--- src/rtl/uart_rx_fifo.sv ---
// uart_rx_fifo: 8N1 UART receiver with a small valid/ready output FIFO.
// Reports framing errors and overruns as single-cycle pulses.
module uart_rx_fifo #(
    parameter int UART_CLK_HZ     = 100800000,
    parameter int UART_SCLK_HZ    = 115200,
    parameter int FIFO_DEPTH_BITS = 2
) (
    input  logic       clk,
    input  logic       reset,
    input  logic       uart_rxd,
    output logic [7:0] rx_data,
    output logic       rx_valid,
    input  logic       rx_ready,
    output logic       frame_err,
    output logic       overrun
);
    localparam int DIV   = UART_CLK_HZ / UART_SCLK_HZ;
    localparam int HALF  = DIV / 2;
    localparam int CW    = $clog2(DIV);
    localparam int AW    = FIFO_DEPTH_BITS;
    localparam int DEPTH = 1 << AW;

    typedef enum logic [2:0] {S_IDLE, S_START, S_DATA, S_STOP, S_WAIT_HIGH} state_t;

    logic [1:0]    r_sync;
    logic          w_rxs;
    state_t        r_state;
    logic [CW-1:0] r_cnt;
    logic [2:0]    r_bit;
    logic [7:0]    r_shreg;
    logic          r_push;
    logic [7:0]    r_push_data;
    logic          r_frame_err;

    logic [7:0]    r_mem [DEPTH];
    logic [AW:0]   r_wptr;
    logic [AW:0]   r_rptr;
    logic [7:0]    r_data;
    logic          r_valid;
    logic          r_overrun;
    logic          w_full;
    logic          w_pop;
    logic          w_push;
    logic [AW:0]   w_rptr_n;
    logic [AW:0]   w_wptr_n;
    logic [7:0]    w_head;

    assign w_rxs = r_sync[1];

    // Two-flop synchronizer; resets to idle-high so reset does not fake a start edge
    always_ff @(posedge clk or negedge reset) begin
        if (!reset) r_sync <= 2'b11;
        else        r_sync <= {r_sync[0], uart_rxd};
    end

    // Receive FSM: mid-bit sampling timed from each start edge, stop check, error pulse
    always_ff @(posedge clk or negedge reset) begin
        if (!reset) begin
            r_state     <= S_IDLE;
            r_cnt       <= '0;
            r_bit       <= '0;
            r_shreg     <= '0;
            r_push      <= 1'b0;
            r_push_data <= '0;
            r_frame_err <= 1'b0;
        end else begin
            r_push      <= 1'b0;
            r_frame_err <= 1'b0;
            case (r_state)
                S_IDLE: begin
                    r_cnt <= '0;
                    if (!w_rxs) r_state <= S_START;
                end
                S_START: begin
                    if (r_cnt == CW'(HALF - 1)) begin
                        r_cnt   <= '0;
                        r_bit   <= '0;
                        r_state <= w_rxs ? S_IDLE : S_DATA;
                    end else begin
                        r_cnt <= r_cnt + 1'b1;
                    end
                end
                S_DATA: begin
                    if (r_cnt == CW'(DIV - 1)) begin
                        r_cnt   <= '0;
                        r_shreg <= {w_rxs, r_shreg[7:1]};
                        r_bit   <= r_bit + 1'b1;
                        if (r_bit == 3'd7) r_state <= S_STOP;
                    end else begin
                        r_cnt <= r_cnt + 1'b1;
                    end
                end
                S_STOP: begin
                    if (r_cnt == CW'(DIV - 1)) begin
                        r_cnt       <= '0;
                        r_push      <= w_rxs;
                        r_push_data <= r_shreg;
                        r_frame_err <= !w_rxs;
                        r_state     <= w_rxs ? S_IDLE : S_WAIT_HIGH;
                    end else begin
                        r_cnt <= r_cnt + 1'b1;
                    end
                end
                S_WAIT_HIGH: begin
                    if (w_rxs) r_state <= S_IDLE;
                end
                default: r_state <= S_IDLE;
            endcase
        end
    end

    // A pop in the same cycle frees a slot, so a push into a full FIFO still succeeds
    assign w_full   = (r_wptr[AW] != r_rptr[AW]) && (r_wptr[AW-1:0] == r_rptr[AW-1:0]);
    assign w_pop    = r_valid && rx_ready;
    assign w_push   = r_push && (!w_full || w_pop);
    assign w_rptr_n = r_rptr + (AW+1)'(w_pop);
    assign w_wptr_n = r_wptr + (AW+1)'(w_push);
    assign w_head   = (w_rptr_n == r_wptr) ? r_push_data : r_mem[w_rptr_n[AW-1:0]];

    // Storage array; contents are don't-care until written
    always_ff @(posedge clk) begin
        if (w_push) r_mem[r_wptr[AW-1:0]] <= r_push_data;
    end

    // Pointers, registered head/valid and overrun pulse
    always_ff @(posedge clk or negedge reset) begin
        if (!reset) begin
            r_wptr    <= '0;
            r_rptr    <= '0;
            r_data    <= '0;
            r_valid   <= 1'b0;
            r_overrun <= 1'b0;
        end else begin
            r_wptr    <= w_wptr_n;
            r_rptr    <= w_rptr_n;
            r_data    <= w_head;
            r_valid   <= w_rptr_n != w_wptr_n;
            r_overrun <= r_push && !w_push;
        end
    end

    assign rx_data   = r_data;
    assign rx_valid  = r_valid;
    assign frame_err = r_frame_err;
    assign overrun   = r_overrun;
endmodule
--- config.mk ---
export PLATFORM = sky130hd
export DESIGN_NAME = uart_rx_fifo
export DESIGN_NICKNAME = d
export VERILOG_FILES = /design/src/rtl/uart_rx_fifo.sv
export SDC_FILE = /design/constraint.sdc
export NUM_CORES = 1
export LEC_CHECK = 0
export CAP_MARGIN = 20
export CORE_MARGIN = 5
export CORE_UTILIZATION = 60
export CTS_BUF_LIST = sky130_fd_sc_hd__clkbuf_8 sky130_fd_sc_hd__clkbuf_16
export DETAILED_ROUTE_END_ITERATION = 10
export PLACE_DENSITY = 0.79
export SETUP_SLACK_MARGIN = 0.2
export SYNTH_ARGS = -nofsm -noshare
export SYNTH_HDL_FRONTEND = slang
export SYNTH_SLANG_ARGS = --single-unit
--- constraint.sdc ---
create_clock -name clk -period 6.4 [get_ports clk]
set_input_delay 0.64 -clock clk [delete_from_list [all_inputs] [get_ports clk]]
set_output_delay 0.64 -clock clk [all_outputs]
set_load 0.02 [all_outputs]
==> out/summary.txt, run 1 <==
Outcome - completed
Clock buffer count from CTS - 9
Largest cells by area after synthesis - dfrtp_1 (34%), edfxtp_1 (26%), mux2_1 (5.3%), mux4_2 (5.0%), ha_1 (3.1%)
Critical R2R Launch - r_wptr[1]$_DFF_PN0_
Final period util - 0.420
Clock transition at path regs - 0.09 ns
Final setup viols - 0
Ys flop type - dfrtp_1
# DRC - 0
DIE AREA - 7710 um2
Worst Skew - 0.00798 ns
Max Cap Viol - 0
Mapped cell area - 3630 um2
CP startpoint - rx_ready
Clk_lat worst skew - 0.34 ns
Crit path DAT - 2.91 ns
Sequential Power Share - 0.573
Logic gate share of total power - 0.009
Router iterations before antenna repair - 4
Sw Share - 0.201
Synth Register Bits - 84
Final Hold Viols - 0
P&R area growth vs syn - 11.6%
Crit. End Element - flop
Ports - 15
Startpoint types - input pin
Detailed Place HPWL - 3990 um
Unique cell type count in the Yosys netlist - 50
Antenna violations before repair - 0
CTS tree - yes
Req. time, crit path - 6.62 ns
Final WL - 5980 um
Multi-input combinational cell area - 1290 um2
YS warnings - 0
Sequential share of the synthesized area - 0.623
Wire per inst - 17.2 um
RSZ-0062 raised after global routing - false
Hold_sp - r_sync[0]$_DFF_PN1_
Max IR drop VDD - 0.127 mV
Hold Buf Count CTS - 0
Fillers - 390
Top-area cell type share of the netlist area - 0.344
Overflow after GRT - 0
DR vias/cell - 5.72
Maximum clock rate - 372 MHz
Die width - 87.8 um
First-pass GRT wire length - 10000 um
Post-synth EDFFs - 32
Area leader, netlist - dfrtp_1
Internal - 0.777 mW
Vias in the first global route - 2001
Syn Inst Count - 249
Clk root buf - clkbuf_8
GRT Overall Usage - 0.175
Worst slack, placed - 3.35 ns
Num Clock Sinks - 84
Pwr Density - 240 nW/um2
Crit-path max FO - 8
Antenna-violating nets left - 0
Core area - 5920 um2
Cell row count - 28
Avg Inst Size Synth - 14.6 um2
Max_slew headroom - 0.531
Net Switching - 0.195 mW
Slew Viols, Final - 0
Post-Syn Nets - 262
PortBufs - 14
Initial core utilization - 0.614
Storage element area - 2260 um2
Critical path type - input pin to flop
Resize count post-CTS - 0
Tmin final - 2.69 ns
Synth async-reset ratio - 0.619
# diodes - 0
Clk pwr share - 0.419
Bufs on Longest Clock Path - 2
Lkg Pwr - 1.91 nW
Initial DRC count - 195
Nets@finish - 281
Total Neg Setup Slack - 0 ns
Post-CTS Setup Inserts - 0
GPL Wtd Cong - 0.855
Least-Margin Pin Slew - 0.701 ns
Post-route worst setup slack - 3.71 ns
Worst Hold Class - flop to flop
Layout cells sized above 1 - 0.158
Die height - 87.8 um
Routed vias - 1989
Largest net degree at the start of global routing - 53
H-tree levels - 3
[path summary, 6_finish.rpt]
| path | to | cells after the start | slack (ns) |
|---|---|---|---|
| worst max-delay path | rx_data[0]$_DFF_PN0_ | 8 | 3.71 |
| worst max register to register | rx_valid$_DFF_PN0_ | 7 | 3.98 |
| worst min register to register | r_sync[1]$_DFF_PN1_ | 0 | 0.35 |
| max in group asynchronous | r_shreg[3]$_DFFE_PN0P_ | 2 | 5.55 |
| min in group asynchronous | r_wptr[0]$_DFF_PN0_ | 2 | 0.40 |
| worst min-delay path | r_sync[1]$_DFF_PN1_ | 0 | 0.35 |
[sequential cells by signal, summed over array words and instances, names as in the netlist, 3 cells and up]
signal / count
r_bit: 3
r_state: 3
r_shreg: 8
r_mem: 32
r_push_data: 8
rx_data: 8
r_rptr: 3
r_wptr: 3
r_cnt: 10
[worst max-delay path, stage by stage]
cell	delay (ns)
clkdlybuf4s50_1	0.38
and2_1	0.16
ha_1	0.18
ha_1	0.18
xnor2_1	0.33
xnor2_1	0.10
or3_1	0.54
mux2_1	0.38
[cell type report]
class | instances | area share
multi-input cells | 148 | 0.319
flip-flops and latches | 84 | 0.558
well taps | 75 | 0.0231
inverters | 8 | 0.00741
clock buffers | 9 | 0.0305
repair buffers | 17 | 0.0389
clock inverters | 7 | 0.0225
[synthesized netlist by cell type, types with 2 or more instances]
cell type	count
buf_2	3
o211ai_1	3
nand2_1	18
xor2_1	8
a22oi_1	2
mux2i_1	4
nor3_1	3
mux4_2	8
o31a_1	2
edfxtp_1	32
dfrtp_1	50
nand3_1	2
dfstp_2	2
nor3b_1	3
xnor2_1	4
clkbuf_1	5
mux2_1	17
inv_1	8
a21oi_1	3
o21ai_0	8
nor2_1	8
ha_1	9
and2_1	6
o21bai_1	3
or3_1	6
mux2_2	8
[cell families (layout without fill, tap and decap cells)]
kind of cell               count (synthesis)  count (layout)  share of synthesized area
AOI/OAI and AO/OA                         30              30                     0.0575
and+or+nand+nor                           60              60                      0.101
DFF                                       84              84                      0.623
muxes                                     37              37                      0.138
adders and majority gates                  9               9                     0.0310
buffers and inverters                     17              41                     0.0207
xor gates and xnor gates                  12              12                     0.0289
[layer usage]
layer	up-vias	global-route usage	wire, um
met4	0	0.0753	108
met2	33	0.292	3100
met3	11	0.0376	173
met1	995	0.221	2610
met5	-	0	0
li1	950	-	-
[placed cells by master, fill, tap and decap left out, types with 6 or more instances in the layout]
cell,Yosys,layout
mux4_2,8,8
and2_1,6,6
xor2_1,8,8
mux2_2,8,8
clkdlybuf4s50_1,0,13
inv_1,8,9
nand2_1,18,18
edfxtp_1,32,32
dfrtp_1,50,50
ha_1,9,9
mux2_1,17,17
or3_1,6,6
clkbuf_8,0,9
o21ai_0,8,8
nor2_1,8,8
[stage by stage]
step	cells	hold WS [ns]	instance area (um2)	power, mW	util
6_report	348	0.355	4060	0.972	0.685
5_1_grt	348	0.366	4060	1.01	0.685
4_1_cts	347	0.363	4050	0.982	0.684
3_5_place_dp	331	0.352	3830	0.577	0.647
3_3_place_gp	331	0.347	3830	0.577	0.647
2_1_floorplan	249	0.344	3630	0.568	-
[power groups by stage]
| stage | Sequential, mW | Combinational [mW] | Clock, mW |
|---|---|---|---|
| 6_report | 0.557 | 0.00833 | 0.407 |
| 5_1_grt | 0.557 | 0.00994 | 0.441 |
| 4_1_cts | 0.557 | 0.00881 | 0.417 |
| 3_5_place_dp | 0.568 | 0.00889 | 0 |
| 3_3_place_gp | 0.568 | 0.00873 | 0 |
| 2_1_floorplan | 0.568 | 0.000379 | 0 |
No activity file was read; power rests on OpenSTA's default activity.
==> run 2, diff against run 1 <==
==> constraint.sdc (replaced) <==
create_clock -name clk -period 2.5 [get_ports clk]
set_input_delay 0.25 -clock clk [delete_from_list [all_inputs] [get_ports clk]]
set_output_delay 0.25 -clock clk [all_outputs]
set_load 0.02 [all_outputs]
==> run 2 against run 1 <==
Critical path depth is 1 lower; clock skew decreased by 0.0021 ns; total power grew to 2.6 times the previous value; non-clock buffer count is 9 higher; first-iteration DRC count down 44%; worst hold slack lost 0.35 ns; cell area increased by 2.6%; via count is 2.5% higher; sequential share of layout area is 1.4 points lower; sequential power rose to 2.5 times the previous value; critical path type is now flop to flop; critical endpoint is now rx_valid$_DFF_PN0_; largest power group unchanged.
==> out/summary.txt, run 2 (synthesis results as in run 1) <==
Outcome - completed
DR vias/cell - 5.71 (about the same)
Router iterations before antenna repair - 4 (unchanged)
Lkg Pwr - 1.96 nW (+2.2%)
Critical R2R Launch - r_wptr[0]$_DFF_PN0_
Final Power - 2.53 mW (+160%)
GPL Wtd Cong - 0.928 (+8.6%)
Final period util - 0.894
Antenna-violating nets left - 0 (unchanged)
Num Clock Sinks - 84 (unchanged)
Hold Buf Count CTS - 0 (unchanged)
Tmin final - 2.24 ns
Layout cells sized above 1 - 0.206 (+0.0482)
Logic gate share of total power - 0.009 (about the same)
Slowest stage delay, CP - 0.47 ns (-0.07 ns)
Core area - 5920 um2 (unchanged)
Cell total after placement - 339 (+2.4%)
Initial core utilization - 0.614 (unchanged)
Cell row count - 28 (unchanged)
Worst Hold Class - input pin to async pin
Most frequent CP cell - ha_1
Final Hold Viols - 0 (unchanged)
First-pass GRT wire length - 9860 um (-1.7%)
Initial DRC count - 109 (-44%)
Ports - 15 (unchanged)
Nets@finish - 290 (+3.2%)
Max Cap Viol - 0 (unchanged)
Die height - 87.8 um (unchanged)
Maximum clock rate - 447 MHz
Slew Viols, Final - 0 (unchanged)
# DRC - 0 (unchanged)
Number of flip-flops in the largest register - 32 (unchanged)
Clk_lat worst skew - 0.35 ns (about the same)
Clk root buf - clkbuf_8
PortBufs - 14 (unchanged)
Least-Margin Pin Slew - 0.660 ns (-0.0406 ns)
Final WL - 5730 um (-4.2%)
Die width - 87.8 um (unchanged)
Vias in the first global route - 2087 (+4.3%)
Crit path DAT - 2.47 ns (-0.44 ns)
Post-Layout Inst Area - 4160 um2 (+2.6%)
Clk pwr share - 0.428 (+0.009)
Crit-path max FO - 7 (-1)
CTS tree - yes
Sw Share - 0.206 (+0.00563)
Internal - 2.01 mW (+160%)
DIE AREA - 7710 um2 (unchanged)
Detailed Place HPWL - 3900 um (-2.2%)
RSZ-0062 raised after global routing - false
Commonest non-fill, non-tap cell in the layout - dfrtp_1
Clock buffer count from CTS - 9 (unchanged)
Overflow after GRT - 0 (unchanged)
Clock transition at path regs - 0.09 ns (about the same)
Worst Skew - 0.00591 ns (-0.00207 ns)
Crit. End Element - flop
Max_slew headroom - 0.558 (+0.0269)
Non-Filler Instances - 357 (+2.6%)
Startpoint types - flop
GRT Overall Usage - 0.171 (-0.00408)
CP cell instances - xor2_1, o41a_1, ha_1, ha_1, xor2_2, xnor2_1, or3_1
Wire per inst - 16.1 um (-6.7%)
Max IR drop VDD - 0.440 mV (+250%)
Net Switching - 0.521 mW (+170%)
# diodes - 0 (unchanged)
Final setup viols - 0 (unchanged)
H-tree levels - 3 (unchanged)
Finished Core Util - 0.703 (+0.0178)
Bufs on Longest Clock Path - 2 (unchanged)
CP startpoint - r_wptr[0]$_DFF_PN0_
Largest net degree at the start of global routing - 53 (unchanged)
Pwr Density - 608 nW/um2 (+150%)
Antenna violations before repair - 0 (unchanged)
Sequential Power Share - 0.564 (-0.009)
Placed inst area - 3900 um2 (+1.8%)
R2R Setup Slk - 0.26 ns (-3.72 ns)
Routed vias - 2039 (+2.5%)
P&R area growth vs syn - 14.5%
Commonest cells after routing, fill and taps aside - dfrtp_1 (49), edfxtp_1 (32), nand2_1 (18)
Critical path type - flop to flop
Slowest CP cell - dfrtp_2
Req. time, crit path - 2.73 ns (-3.89 ns)
-- run 2: path summary, 6_finish.rpt --
kind / depth (start not counted) / end
worst max-delay path: 7 / rx_valid$_DFF_PN0_
worst min-delay path: 2 / r_wptr[2]$_DFF_PN0_
worst max register to register: 7 / rx_valid$_DFF_PN0_
worst min register to register: 0 / r_sync[1]$_DFF_PN1_
max in group asynchronous: 2 / r_wptr[0]$_DFF_PN0_
min in group clk: 1 / r_sync[0]$_DFF_PN1_
-- run 2: what timing repair did --
item / 4_1_cts / 5_1_grt
setup endpoints to repair: 1 / 9
gates resized for setup: 1 / 2
setup buffers: 0 / 2
pin swaps: 0 / 1
-- run 2: power by group through the flow --
stage	logic (mW)	registers, mW	clock network (mW)
after floorplan	0.000975	1.45	0
after global placement	0.0228	1.45	0
after detailed placement	0.0230	1.45	0
after CTS	0.0230	1.42	1.11
after global routing	0.0256	1.43	1.17
final	0.0215	1.42	1.08
-- run 2: area by class of cell --
type / count / area (um2)
inverter: 8 / 30.0
clock buffer: 9 / 124
tap: 75 / 93.8
fill: 398 / 1760
multi-input combinational: 148 / 1320
timing repair buffer: 26 / 225
sequential: 84 / 2270
clock inverter: 7 / 105
-- run 2: critical path, delay by kind of cell, from the launching register on --
| family | cells | cell delay [ns] |
|---|---|---|
| flip-flops | 1 | 0.47 |
| AND/OR/NAND/NOR | 1 | 0.36 |
| adder cells (fa/ha/maj) | 2 | 0.40 |
| XOR/XNOR | 3 | 0.46 |
| AO/OA/AOI/OAI | 1 | 0.43 |
-- run 2: per-layer routing --
metal | vias to the layer above | wire length, um | track usage
met2 | 45 | 2770 | 0.277
met5 | - | 0 | 0
met3 | 9 | 181 | 0.0367
met4 | 0 | 86 | 0.0753
met1 | 1015 | 2700 | 0.223
li1 | 970 | - | -
-- run 2: per-stage QoR --
stage	hold slack, ns	setup WS, ns	TNS (ns)
floorplan	-0.0456	0.212	0
global placement	0.348	0.0285	0
detailed placement	0.348	-0.0345	-0.220
CTS	0.0190	0.208	0
global route	0.0490	0.183	0
finish	0.00940	0.264	0
